<file path="src/rtl/ray_dir_gen.sv">
// ray_dir_gen: streams one ray direction per screen column from a latched player pose.
// Define RAY_DIR_ROUND_EN to round the plane*cameraX products half up instead of truncating.
module ray_dir_gen #(
    parameter int SCREEN_WIDTH = 320
) (
    input  logic                            pixel_clk_in,
    input  logic                            rst_in,
    input  logic [15:0]                     posX,
    input  logic [15:0]                     posY,
    input  logic [15:0]                     dirX,
    input  logic [15:0]                     dirY,
    input  logic [15:0]                     planeX,
    input  logic [15:0]                     planeY,
    input  logic                            valid_in,
    input  logic                            ready_in,
    output logic [15:0]                     rayDirX,
    output logic [15:0]                     rayDirY,
    output logic [15:0]                     posX_out,
    output logic [15:0]                     posY_out,
    output logic [$clog2(SCREEN_WIDTH)-1:0] hcount_out,
    output logic                            valid_out,
    output logic                            last_out,
    output logic                            busy_out
);
    localparam int HW = $clog2(SCREEN_WIDTH);
    localparam logic signed [23:0] CAM0 = -24'sd65536;
    localparam logic signed [23:0] STEP = 24'(131072 / SCREEN_WIDTH);
`ifdef RAY_DIR_ROUND_EN
    localparam logic signed [31:0] RND = 32'sd128;
`else
    localparam logic signed [31:0] RND = 32'sd0;
`endif

    typedef enum logic {IDLE, RUN} state_t;
    state_t state;

    logic [15:0] w_dir_x, w_dir_y, w_plane_x, w_plane_y;
    logic [15:0] p_pos_x, p_pos_y, p_dir_x, p_dir_y, p_plane_x, p_plane_y;
    logic        pend;
    logic signed [23:0] cam_acc;

    logic xfer, last_xfer, start, adv;
    logic [15:0] src_pos_x, src_pos_y, src_dir_x, src_dir_y;
    logic signed [15:0] src_plane_x, src_plane_y, cam_x;
    logic signed [23:0] cam_src;
    logic signed [31:0] prod_x, prod_y;
    logic [15:0] ray_x, ray_y;
    logic [HW-1:0] next_h;

    always_comb begin
        xfer        = valid_out && ready_in;
        last_xfer   = state == RUN && xfer && last_out;
        start       = (state == IDLE && valid_in) || (last_xfer && (pend || valid_in));
        adv         = state == RUN && !last_out && (!valid_out || ready_in);
        // a new frame takes the freshest pose: the live pulse beats the pending buffer
        src_pos_x   = valid_in ? posX : p_pos_x;
        src_pos_y   = valid_in ? posY : p_pos_y;
        src_dir_x   = start ? (valid_in ? dirX : p_dir_x) : w_dir_x;
        src_dir_y   = start ? (valid_in ? dirY : p_dir_y) : w_dir_y;
        src_plane_x = start ? (valid_in ? planeX : p_plane_x) : w_plane_x;
        src_plane_y = start ? (valid_in ? planeY : p_plane_y) : w_plane_y;
        cam_src     = start ? CAM0 : cam_acc;
        cam_x       = cam_src[23:8];
        prod_x      = src_plane_x * cam_x + RND;
        prod_y      = src_plane_y * cam_x + RND;
        ray_x       = src_dir_x + 16'(prod_x >>> 8);
        ray_y       = src_dir_y + 16'(prod_y >>> 8);
        next_h      = start ? '0 : hcount_out + HW'(1);
    end

    always_ff @(posedge pixel_clk_in or negedge rst_in) begin
        if (!rst_in) begin
            state      <= IDLE;
            valid_out  <= 1'b0;
            last_out   <= 1'b0;
            busy_out   <= 1'b0;
            hcount_out <= '0;
            rayDirX    <= '0;
            rayDirY    <= '0;
            posX_out   <= '0;
            posY_out   <= '0;
            pend       <= 1'b0;
            cam_acc    <= '0;
            w_dir_x    <= '0;
            w_dir_y    <= '0;
            w_plane_x  <= '0;
            w_plane_y  <= '0;
            p_pos_x    <= '0;
            p_pos_y    <= '0;
            p_dir_x    <= '0;
            p_dir_y    <= '0;
            p_plane_x  <= '0;
            p_plane_y  <= '0;
        end else begin
            if (valid_in && state == RUN && !start) begin
                pend      <= 1'b1;
                p_pos_x   <= posX;
                p_pos_y   <= posY;
                p_dir_x   <= dirX;
                p_dir_y   <= dirY;
                p_plane_x <= planeX;
                p_plane_y <= planeY;
            end else if (start) begin
                pend <= 1'b0;
            end
            if (start) begin
                state     <= RUN;
                posX_out  <= src_pos_x;
                posY_out  <= src_pos_y;
                w_dir_x   <= src_dir_x;
                w_dir_y   <= src_dir_y;
                w_plane_x <= src_plane_x;
                w_plane_y <= src_plane_y;
            end else if (last_xfer) begin
                state <= IDLE;
            end
            if (start || adv) begin
                valid_out  <= 1'b1;
                rayDirX    <= ray_x;
                rayDirY    <= ray_y;
                hcount_out <= next_h;
                last_out   <= next_h == HW'(SCREEN_WIDTH - 1);
                cam_acc    <= cam_src + STEP;
            end else if (xfer) begin
                valid_out <= 1'b0;
                last_out  <= 1'b0;
            end
            busy_out <= start || (state == RUN && !last_xfer);
        end
    end
endmodule

</file>
<file path="config.mk">
export PLATFORM = sky130hd
export DESIGN_NAME = ray_dir_gen
export DESIGN_NICKNAME = d
export VERILOG_FILES = /design/src/rtl/ray_dir_gen.sv
export SDC_FILE = /design/constraint.sdc
export NUM_CORES = 2
export LEC_CHECK = 0
export ABC_AREA = 0
export CAP_MARGIN = 20
export CORE_MARGIN = 8
export CORE_UTILIZATION = 35
export DETAILED_ROUTE_END_ITERATION = 8
export MAX_ROUTING_LAYER = met4
export PLACE_DENSITY = 0.61
export RECOVER_POWER = 50
export SLEW_MARGIN = 20
export SYNTH_ARGS = -nofsm -noshare
export SYNTH_HDL_FRONTEND = slang
export SYNTH_SLANG_ARGS = --single-unit
</file>
<file path="constraint.sdc">
create_clock -name pixel_clk_in -period 12 [get_ports pixel_clk_in]
set_input_delay 2.4 -clock pixel_clk_in [delete_from_list [all_inputs] [get_ports pixel_clk_in]]
set_output_delay 2.4 -clock pixel_clk_in [all_outputs]
set_load 0.1 [all_outputs]
</file>
==> summary.txt <==
run status: finished with violations
failing checks: capacitance limit, slew limit
clock tree buffer depth: 3
Post-DRT Antenna Nets: 0
port bufs: 175
Synth Instances: 2879
Period minus WS final: 11.01 ns
Post-synth EDFFs: 0
Synth cell types: 67
Final WS setup: 0.9871 ns
drt first pass iters: 7
die width: 296.1 microns
I/O pins: 176
post-synthesis register bit count: 262
DP Wirelength: 58520 microns
Place WS: 0.5995 ns
fmax: 90.80 MHz
CP max stage cell: clkbuf_1
Clk Latency, worst-skew pair: 0.57 ns
Worst EP arrival: 11.47 ns
routability cong.: 0.9356
Post-Syn Nets: 3527
critical path capture point type: flop
Critical Path Fanout Max: 20
RSZ-0062 raised after global routing: no
Die Y: 296.1 microns
setup violators final: 0
area added between synthesis and finish: 14.70%
multi-input logic area: 0.01843 sq mm
Fill cells: 7766
setup_tns: 0 ns
Finished Layout Cells: 4059
Crit Path Class: in -> reg
most frequent cells in the layout: inv_1, fa_1, nand2_1
initial antenna violation count: 2
Core Rows: 102
CTS sink cnt: 262
Worst path max stage delay: 0.90 ns
drt initial violations: 1288
routed vias/inst: 4.941
final hold viol count: 0
required time of the critical path: 12.46 ns
R2R cell count: 29
final WL: 75370 microns
H-tree depth: 2
DRC errors left: 0
ys async rst share: 100.0%
Pins Over Slew Limit: 296
MaxCap Viol Count: 4
Root Buffer: clkbuf_16
CTS tree: built
most common cell after layout, fill and taps aside: inv_1
max FFs per register: 24
hold buffers post-CTS: 0
Hold WC Path Type: reg -> reg
first-pass GRT wire length: 120700 microns
period utilisation layout: 91.77%
Worst Tran Pin Value: 4.060 ns
initial core utilization: 35.39%
TritonCTS Buffers: 36
share of the yosys chip area belonging to registers: 23.87%
vias in the first global route: 20.94k
R2R setup slack: 2.61 ns
Worst Hold End: w_dir_x[6]$_DFFE_PN0N_
placed insts: 3993
post-CTS setup buffers: 0
skew final: 0.03256 ns
GRT Util Overall: 17.98%
Die ar.: 0.08768 sq mm
Syn Area/Cell: 9.539 sq um
GRT Residual Overflow: 0
largest net degree at the start of global routing: 158
Biggest register: cam_acc
Hold Crit Depth: 2
CP Launch Type: input port
hold path start: w_dir_x[6]$_DFFE_PN0N_
Slew headroom: -170.7%
DR WL/cell: 18.57 microns
most used cell, CP: fa_1
clock-pin slew on the worst setup and hold paths: 0.06 ns
YS warnings: 0
Core ar.: 0.07759 sq mm
via count: 20.06k
Final #Nets: 3639
Post-Syn Area: 0.02746 sq mm
Final Util: 40.60%
RR Endpoint: rayDirY[15]$_DFFE_PN0P_
post-CTS sizing: 0
reg2reg start: cam_acc[9]$_DFFE_PN0P_
Top FF cell, synth: dfrtp_1
area occupied by registers: 0.006558 sq mm
share of post-route cells with drive strength above 1: 7.621%
-- worst max-delay path, delay by kind of cell --
family	cells	cell delay, ns
and+or+nand+nor	7	1.25
adders and majority gates	8	3.76
AOI/OAI and AO/OA	8	1.97
xor gates and xnor gates	2	0.43
buffers and inverters	5	1.64
-- routing by layer --
layer / global-route usage, % / routed length [microns] / up-vias
met2: 29.14 / 36220 / 571
met1: 23.30 / 32180 / 10030
met5: - / 0 / -
li1: - / - / 9320
met4: 4.575 / 2003 / 0
met3: 3.203 / 4962 / 138
-- per-stage QoR --
| step | instance area, sq um | hold slack, ns |
|---|---|---|
| floorplan | 27460 | 0.4387 |
| global placement | 30310 | 0.4504 |
| detailed placement | 30310 | 0.4589 |
| CTS | 31550 | 0.4706 |
| global route | 31500 | 0.4879 |
| finish | 31500 | 0.4673 |
-- logic make-up (layout without fill, tap and decap cells) --
logic type,count (synthesis),in the layout,synth area share (%)
XOR/XNOR,118,118,4.069
AND/OR/NAND/NOR,810,810,13.71
multiplexers,199,199,7.777
adder cells (fa/ha/maj),548,548,35.19
AO/OA/AOI/OAI,291,291,6.292
buffers and inverters,651,790,9.085
other,0,1,0
flip-flops,262,262,23.87
-- area by class of cell --
class                      count  area share (%)
sequential                   262           20.82
tap                         1040           4.131
clock buffer                  49           3.237
clock inverter                16          0.7070
multi-input combinational   1966           58.50
antenna                        1        0.007944
timing repair buffer         216           6.530
inverter                     509           6.065
-- how the worst max path moves through the flow --
stage                         from                       to  slack (ns)
after global routing      ready_in  rayDirY[15]$_DFFE_PN0P_        0.43
after global placement    ready_in  rayDirY[15]$_DFFE_PN0P_        0.83
final                     ready_in  rayDirY[15]$_DFFE_PN0P_        0.99
after floorplan           ready_in  rayDirY[15]$_DFFE_PN0P_        1.43
after CTS                 ready_in  rayDirY[15]$_DFFE_PN0P_        1.15
after detailed placement  ready_in  rayDirY[15]$_DFFE_PN0P_        0.60
-- cells in the mapped netlist (all sizes together), types with 15 or more instances --
| master | n | area [sq um] |
|---|---|---|
| a211oi | 15 | 112.6 |
| inv | 507 | 1903 |
| nand2 | 343 | 1290 |
| mux2i | 90 | 900.9 |
| xnor2 | 79 | 699.4 |
| xor2 | 34 | 305.3 |
| nand2b | 20 | 125.1 |
| a21oi | 63 | 349.1 |
| dfrtp | 262 | 6556 |
| buf | 34 | 175.2 |
| clkbuf | 108 | 409.1 |
| fa | 374 | 7487 |
| and3 | 121 | 757.0 |
| nor3 | 16 | 80.08 |
| and2 | 54 | 337.8 |
| nand3 | 63 | 320.3 |
| ha | 174 | 2177 |
| mux2 | 109 | 1235 |
| o21ai | 146 | 734.5 |
| nor2 | 150 | 573.1 |
| a21o | 22 | 165.2 |
Power is not shown: default switching activity piles up to over one toggle a cycle in this logic, so the estimate is an artifact.
